--- config.mk ---
export PLATFORM = sky130hd
export DESIGN_NAME = paddle_input_mapper
export DESIGN_NICKNAME = d
export VERILOG_FILES = /design/src/rtl/paddle_input_mapper.sv
export SDC_FILE = /design/constraint.sdc
export NUM_CORES = 1
export LEC_CHECK = 0
export CELL_PAD_IN_SITES_DETAIL_PLACEMENT = 1
export CELL_PAD_IN_SITES_GLOBAL_PLACEMENT = 2
export CORE_AREA = 2 2 113 115
export CTS_CLUSTER_SIZE = 28
export DETAILED_ROUTE_END_ITERATION = 8
export DIE_AREA = 0 0 115 117
export GPL_TIMING_DRIVEN = 0
export PLACE_DENSITY_LB_ADDON = 0.2
export SETUP_SLACK_MARGIN = 0.5
export SLEW_MARGIN = 5
export SYNTH_ARGS = -nofsm -noshare
export SYNTH_HDL_FRONTEND = slang
export SYNTH_SLANG_ARGS = --single-unit
--- constraint.sdc ---
create_clock -name clk_sys -period 7.3 [get_ports clk_sys]
set_clock_uncertainty 0.2 [all_clocks]
set_input_delay 2.19 -clock clk_sys [delete_from_list [all_inputs] [get_ports clk_sys]]
set_output_delay 2.19 -clock clk_sys [all_outputs]
set_load 0.005 [all_outputs]
--- src/rtl/paddle_input_mapper.sv ---
`default_nettype none
// ============================================================================
// paddle_input_mapper : PS/2 + joystick + analog stick -> paddles, start, coin
// Revision: 1.0
// ============================================================================
module paddle_input_mapper #(
    parameter int NUM_PLAYERS = 2,
    parameter int POS_W       = 8,
    parameter int POS_MIN     = 0,
    parameter int POS_MAX     = 255,
    parameter int STEP        = 4,
    parameter int TICK_DIV    = 7159,
    parameter int COIN_LEN    = 71590
) (
    input  logic                         clk_sys,
    input  logic                         reset,
    input  logic [10:0]                  ps2_key,
    input  logic [16*NUM_PLAYERS-1:0]    joystick,
    input  logic [16*NUM_PLAYERS-1:0]    joystick_analog,
    input  logic [NUM_PLAYERS-1:0]       mode_digital,
    input  logic                         ext_coin,
    output logic [POS_W*NUM_PLAYERS-1:0] paddle_pos,
    output logic [NUM_PLAYERS-1:0]       start,
    output logic                         coin
);

    localparam int XW     = POS_W + 1;
    localparam int TICK_W = (TICK_DIV > 1) ? $clog2(TICK_DIV) : 1;
    localparam int COIN_W = (COIN_LEN > 1) ? $clog2(COIN_LEN) : 1;
    localparam logic [POS_W-1:0] c_CENTER = POS_W'((POS_MIN + POS_MAX) / 2);
    localparam logic [POS_W-1:0] c_MIN    = POS_W'(POS_MIN);
    localparam logic [POS_W-1:0] c_MAX    = POS_W'(POS_MAX);

    // ---------------- keyboard latches ----------------
    logic       r_ps2_prev;
    logic       r_ps2_armed;
    logic [1:0] r_key_start;
    logic [1:0] r_key_up;
    logic [1:0] r_key_dn;
    logic       r_key_coin5;
    logic       r_key_coin6;
    logic       w_key_evt;

    // The first sample after reset only seeds the toggle reference
    assign w_key_evt = r_ps2_armed & (ps2_key[10] ^ r_ps2_prev);

    always_ff @(posedge clk_sys or posedge reset) begin
        if (reset) begin
            r_ps2_prev  <= 1'b0;
            r_ps2_armed <= 1'b0;
            r_key_start <= 2'b00;
            r_key_up    <= 2'b00;
            r_key_dn    <= 2'b00;
            r_key_coin5 <= 1'b0;
            r_key_coin6 <= 1'b0;
        end else begin
            r_ps2_prev  <= ps2_key[10];
            r_ps2_armed <= 1'b1;
            if (w_key_evt) begin
                case (ps2_key[8:0])
                    9'h016, 9'h005: r_key_start[0] <= ps2_key[9];
                    9'h01E, 9'h006: r_key_start[1] <= ps2_key[9];
                    9'h02E:         r_key_coin5    <= ps2_key[9];
                    9'h036:         r_key_coin6    <= ps2_key[9];
                    9'h01D:         r_key_up[0]    <= ps2_key[9];
                    9'h01B:         r_key_dn[0]    <= ps2_key[9];
                    9'h175:         r_key_up[1]    <= ps2_key[9];
                    9'h172:         r_key_dn[1]    <= ps2_key[9];
                    default: ;
                endcase
            end
        end
    end

    // ---------------- digital tick ----------------
    logic [TICK_W-1:0] r_tick_cnt;
    logic              w_tick;

    assign w_tick = (r_tick_cnt == TICK_W'(TICK_DIV - 1));

    always_ff @(posedge clk_sys or posedge reset) begin
        if (reset)
            r_tick_cnt <= '0;
        else if (w_tick)
            r_tick_cnt <= '0;
        else
            r_tick_cnt <= r_tick_cnt + 1'b1;
    end

    // ---------------- per-player paddle and start ----------------
    logic [NUM_PLAYERS-1:0] w_joy_coin;

    for (genvar p = 0; p < NUM_PLAYERS; p++) begin : g_player
        logic             w_kup, w_kdn, w_kst;
        logic             w_up, w_dn;
        logic [7:0]       w_y;
        logic [POS_W-1:0] w_ana_raw, w_ana, w_next, w_dec;
        logic [XW-1:0]    w_pos_x, w_inc;
        logic             w_dec_ok;
        logic [POS_W-1:0] r_pos;
        logic             r_start;
        logic             w_unused_p;

        if (p < 2) begin : g_keys
            assign w_kup = r_key_up[p];
            assign w_kdn = r_key_dn[p];
            assign w_kst = r_key_start[p];
        end else begin : g_nokeys
            assign w_kup = 1'b0;
            assign w_kdn = 1'b0;
            assign w_kst = 1'b0;
        end

        assign w_up          = w_kup | joystick[p*16+3];
        assign w_dn          = w_kdn | joystick[p*16+2];
        assign w_joy_coin[p] = joystick[p*16+5];
        assign w_unused_p    = ^{joystick[p*16+6 +: 10], joystick[p*16 +: 2],
                                 joystick_analog[p*16 +: 8]};

        // Offset-binary conversion of the signed stick, scaled to the top byte
        assign w_y       = joystick_analog[p*16+8 +: 8];
        assign w_ana_raw = POS_W'(w_y ^ 8'h80) << (POS_W - 8);
        assign w_ana     = (w_ana_raw < c_MIN) ? c_MIN :
                           (w_ana_raw > c_MAX) ? c_MAX : w_ana_raw;

        assign w_pos_x  = {1'b0, r_pos};
        assign w_inc    = w_pos_x + XW'(STEP);
        assign w_dec_ok = (w_pos_x >= XW'(POS_MIN + STEP));
        assign w_dec    = r_pos - POS_W'(STEP);

        always_comb begin
            w_next = r_pos;
            if (!mode_digital[p]) begin
                w_next = w_ana;
            end else if (w_tick && w_up && !w_dn) begin
                w_next = w_dec_ok ? w_dec : c_MIN;
            end else if (w_tick && w_dn && !w_up) begin
                w_next = (w_inc > {1'b0, c_MAX}) ? c_MAX : w_inc[POS_W-1:0];
            end
        end

        always_ff @(posedge clk_sys or posedge reset) begin
            if (reset) begin
                r_pos   <= c_CENTER;
                r_start <= 1'b0;
            end else begin
                r_pos   <= w_next;
                r_start <= w_kst | joystick[p*16+4];
            end
        end

        assign paddle_pos[p*POS_W +: POS_W] = r_pos;
        assign start[p]                     = r_start;
    end

    // ---------------- coin pulse FSM ----------------
    typedef enum logic [1:0] {
        S_IDLE     = 2'd0,
        S_PULSE    = 2'd1,
        S_WAIT_REL = 2'd2
    } coin_state_t;

    coin_state_t       r_state, w_state_next;
    logic [COIN_W-1:0] r_coin_cnt, w_coin_cnt_next;
    logic              r_src, r_src_d;

    always_ff @(posedge clk_sys or posedge reset) begin
        if (reset) begin
            r_src      <= 1'b0;
            r_src_d    <= 1'b0;
            r_state    <= S_IDLE;
            r_coin_cnt <= '0;
        end else begin
            r_src      <= r_key_coin5 | r_key_coin6 | (|w_joy_coin) | ext_coin;
            r_src_d    <= r_src;
            r_state    <= w_state_next;
            r_coin_cnt <= w_coin_cnt_next;
        end
    end

    always_comb begin
        w_state_next    = r_state;
        w_coin_cnt_next = r_coin_cnt;
        case (r_state)
            S_IDLE: begin
                if (r_src && !r_src_d) begin
                    w_state_next    = S_PULSE;
                    w_coin_cnt_next = COIN_W'(COIN_LEN - 1);
                end
            end
            S_PULSE: begin
                // Source edges here are ignored: no retrigger, no extension
                if (r_coin_cnt == '0)
                    w_state_next = r_src ? S_WAIT_REL : S_IDLE;
                else
                    w_coin_cnt_next = r_coin_cnt - 1'b1;
            end
            S_WAIT_REL: begin
                if (!r_src)
                    w_state_next = S_IDLE;
            end
            default: w_state_next = S_IDLE;
        endcase
    end

    // Decoded straight from the state register so reset drops it at once
    assign coin = (r_state == S_PULSE);

endmodule
`default_nettype wire

Yosys cells after proc, flatten, opt, wreduce, memory -nomap -nowiden. Cells that the tools add are included. Widths: inputs -> output; s select.

Muxes and demuxes: 23. Add/sub/neg operators: 6. Bitwise operators: 13. Reduce and logical (&&, ||, !) cells: 30. Equality and inequality tests: 19. Order comparisons: 8.

Operators with widths (number): $mux 8 (14); $eq 9x5->1 const B (4); $mux 17 (2); $pmux 17 s2 (1); $add 8x3->9 const B (2); $eq 9x3->1 const B (2); $eq 9x6->1 const B (2); $eq 9x9->1 const B (2); $gt 9x8->1 const B (2); $logic_not 17->1 (1); $sub 17x1->17 const B (1); $ge 8x3->1 const B (2); $gt 8x8->1 const B (2); $lt 8x1->1 const B (2); $reduce_and 2->1 (8); $sub 8x3->8 const B (2); $add 13x1->13 const B (1); $eq 13x13->1 const B (1); $mux 13 (1); $logic_and 1x1->1 (9); $or 1x1->1 (9); $mux 2 (4); $ne 2x2->1 const B (3); $ne 3x1->1 const B (2); 12 further kinds (20).

Input bits: 80. Register bits after elaboration: 62. Logic and storage cells: 118. Output and inout port bits: 19.

Depth between registers and ports, before layout.
Word-level depth: 6. Mapped depth: 10.

Least setup slack after synthesis. OpenSTA, ideal clock, no wires.

Path type: input-to-reg. Start: input ps2_key[10]. End: register r_key_dn[0]. Buffers on the path: 0. Arrival: 3.294 ns. Stages: 6. Data required time: 6.975 ns. Setup slack: 3.681 ns. Cell sequence: xor2_1 -> nand3b_1 -> nor4_1 -> nand3_1 -> nor3_1 -> mux2_2.

Word-level cells in the longest chain between the ends: 3.

RTL lines: start, declared (RTL line 17) `input logic [10:0] ps2_key,`; $xor 1x1->1 (RTL line 45) `assign w_key_evt = r_ps2_armed & (ps2_key[10] ^ r_ps2_prev);`; $and 1x1->1 (RTL line 45); $reduce_and 2->1 (no source line); end signal, assigned (RTL line 66) `9'h01B: r_key_dn[0] <= ps2_key[9];`; end, declared (RTL line 39) `logic [1:0] r_key_dn;`.

No other way between the ends. A chain may end at the register's enable or synchronous reset.

Final worst setup path.
Start: input ps2_key[10]. End: register r_key_start[1].

Word-level cells in the longest chain between the ends: 3.

RTL lines: $xor 1x1->1 (RTL line 45); $and 1x1->1 (RTL line 45); $reduce_and 2->1 (no source line); end signal, assigned (RTL line 62) `9'h01E, 9'h006: r_key_start[1] <= ps2_key[9];`; end, declared (RTL line 37) `logic [1:0] r_key_start;`.

No other way between the ends.

==> impl_metrics.toml <==
[outcome]
status = "complete, no violations"

[cts]
clkLatencyLatePin_ns = 0.34
cts_tree = "yes"
postCtsResizedCells = 0
clockRootBuffer = "clkbuf_16"
clock-sinks = 62
cts_inserted_buffers = 9
postCtsHoldBufs = 0
clock_path_buffers = 2
cts_setup_buffers = 0
cts_max_level = 3
cts.clk_slew.worst_paths_ns = 0.05

[pwr]
finalPower_w = 0.00111
swShare_pct = 26.8
p_switching_w = 0.000297
pwr-share-comb_pct = 17.9
ir_drop_v = 0.000108
powerDensity_nw_per_um2 = 229
p_seq_share_pct = 38.4
p_int_w = 0.000810
p_clk_share_pct = 43.7
leakagePower_nw = 1.92

[setup_path]
crit_type = "in -> reg"
cp_data_arrival_time_ns = 4.05
crit_buf_inv = 1
required_ns = 7.32
start_kind = "input pin"
max_stage_delay_ns = 0.49
critPathMostFrequentCell = "nor4_1"
critPathMaxFanout = 2
crit_slowest_cell = "clkdlybuf4s50_1"
end_kind = "flop"
path_delay_family = "simple AND/OR/NAND/NOR gates"
crit_path_cell_trace = "clkdlybuf4s50_1, xor2_1, nand3b_1, nor4_1, nand2_1, nor4_1, mux2_2"
rrSetupSlack_ns = 4.48

[die]
start_util_pct = 30.1
io_pins = 99
die_x_um = 115
die_h_um = 117
core-area_um2 = 12300
rows = 41
die-area_um2 = 13500

[global_route]
grt_max_degree = 63
track_usage_pct = 15.7
grt_overflow = 0
antenna_found_initial = 0
grt_pass1_wl_um = 16600
grt_pass1_vias = 3402

[logic_synthesis]
ys_ff_latch = 62
ys_seq_area_share_pct = 42.3
synth_cells = 415
avgSynthCellArea_um2 = 8.93
synth_edf_count = 0
synthFlopType = "dfrtp_1"
synth.cell_area_um2 = 3710
async_reset_ff_share_pct = 100
yosysWarnings = 0
syn_nets = 506
synth_cell_types = 59

[layout]
final_area_um2 = 4830
layout-drive-gt1-share_pct = 10.4
fill_cells = 1460
multi_input_area_um2 = 2010
nNetsFinal = 575
syn_to_final_growth_pct = 30.3
regArea_um2 = 1570
final_cells = 639
n_antenna_cell = 0

[routing]
viasPerCell = 5.21
vias = 3329
drt_pass1_iterations = 4
drtIter0Drc = 100
route.detailed.drc = 0
ant_nets = 0
post_drt_wl_per_cell_um = 15.5
finalWirelength_um = 9890

[place]
gp_congestion = 0.798
place_area_um2 = 4500
dpl.cell_count = 623
dpl.hpwl_um = 7110
port_buffers = 57

[flow_run]
max-cap-violations = 0

[sta]
grt_setup_unrepaired = "no"
min_period_over_period_pct = 55.2
setup_viol = 0
fmax_mhz = 248
fin_crit_ns = 4.03
maxSlewHeadroom_pct = 25.9
final_max_slew_viol_count = 0
finalHoldViolations = 0
setup_tns_ns = 0
tightest_slew_ns = 1.10
hold_slack_ns = 0.259

[hold_path]
worstHoldPathType = "reg -> reg"
-- metrics by stage --
| stage | utilization, % | worst slack (ns) |
|---|---|---|
| final | 39.2 | 3.27 |
| after global routing | 39.2 | 3.07 |
| after CTS | 39.2 | 3.24 |
| after detailed placement | 36.5 | 2.93 |
| after global placement | 36.3 | 1.98 |
| after floorplan | - | 3.39 |
-- layout make-up --
| class | count | share of cell area, % |
|---|---|---|
| plain buffers | 16 | 1.40 |
| clock inverters | 3 | 1.35 |
| well taps | 150 | 3.89 |
| multi-input cells | 320 | 41.5 |
| repair buffers | 58 | 12.4 |
| clock buffers | 13 | 5.59 |
| inverters | 17 | 1.37 |
| flip-flops and latches | 62 | 32.5 |
-- flip-flops by register name (all words and copies together), names as in the netlist --
| signal | flops |
|---|---|
| r_src | 1 |
| g_player.r_start | 2 |
| g_player.r_pos | 16 |
| r_src_d | 1 |
| r_key_start | 2 |
| r_key_coin5 | 1 |
| r_key_up | 2 |
| r_state | 2 |
| r_key_coin6 | 1 |
| r_ps2_prev | 1 |
| r_ps2_armed | 1 |
| r_tick_cnt | 13 |
| r_key_dn | 2 |
| r_coin_cnt | 17 |
-- placed cells by master (no fill, tap or decap), types with 6 or more instances in the layout --
cell             instances
nand4_1                  7
nand3_1                 22
clkdlybuf4s50_1         57
nand2b_1                 9
inv_1                   16
clkbuf_1                14
xor2_1                  11
o31ai_1                  6
dfrtp_1                 48
o21ai_0                 25
or3_1                   11
xnor2_1                  8
nor3_1                  18
nand2_1                 29
or4_1                    6
nor2_1                  40
ha_1                    11
mux2_2                   9
a31oi_1                  7
a21oi_1                 24
clkbuf_16                9
nor2b_1                  7
dfstp_2                 14
-- path summary, 6_finish.rpt --
| kind | startpoint | to | cells past startpoint |
|---|---|---|---|
| setup / recovery | ps2_key[10] | r_key_start[1] | 7 |
| hold / removal | r_src | r_src_d | 0 |
| setup reg to reg | r_tick_cnt[0] | g_player[0].r_pos[2] | 10 |
| hold reg to reg | r_src | r_src_d | 0 |
| max in group asynchronous | reset | g_player[1].r_pos[4] | 3 |
| min in group asynchronous | reset | g_player[0].r_pos[7] | 3 |
-- power by group through the flow --
| stage | logic [W] | registers (W) | clock network (W) |
|---|---|---|---|
| finish | 0.000198 | 0.000425 | 0.000484 |
| global route | 0.000226 | 0.000433 | 0.000509 |
| CTS | 0.000202 | 0.000425 | 0.000498 |
| detailed placement | 0.000199 | 0.000431 | 0 |
| global placement | 0.000193 | 0.000430 | 0 |
| floorplan | 0.000120 | 0.000422 | 0 |
-- synthesized netlist by cell type (all sizes together) (8+ instances only) --
cell type / count / area share (%)
clkbuf: 13 / 1.3
ha: 11 / 3.7
mux2: 9 / 2.7
nor2: 40 / 4.0
xor2: 11 / 2.6
dfrtp: 48 / 32
nand2b: 9 / 1.5
nand3: 23 / 3.2
nand2: 29 / 2.9
nor3: 18 / 2.4
o21ai: 30 / 4.2
inv: 17 / 1.7
xnor2: 8 / 1.9
a21oi: 24 / 3.2
dfstp: 14 / 9.9
or3: 11 / 1.9
-- kinds of logic after synthesis --
group,Yosys count,share of synthesized area [%]
compound gates,96,16.0
xor+xnor,19,4.49
fa+ha+maj,11,3.71
buf+inv,33,3.54
flops,62,42.3
mux,11,3.27
other cells,1,0.101
simple gates,182,26.5
-- layer usage --
| metal | routed length, um | GRT usage (%) | part of all wire (%) |
|---|---|---|---|
| met3 | 256 | 3.19 | 2.6 |
| met5 | 0 | 0 | 0 |
| met1 | 4820 | 21.0 | 49 |
| met2 | 4620 | 24.9 | 47 |
| met4 | 196 | 6.43 | 2.0 |
(Power assumes the default switching activity.)
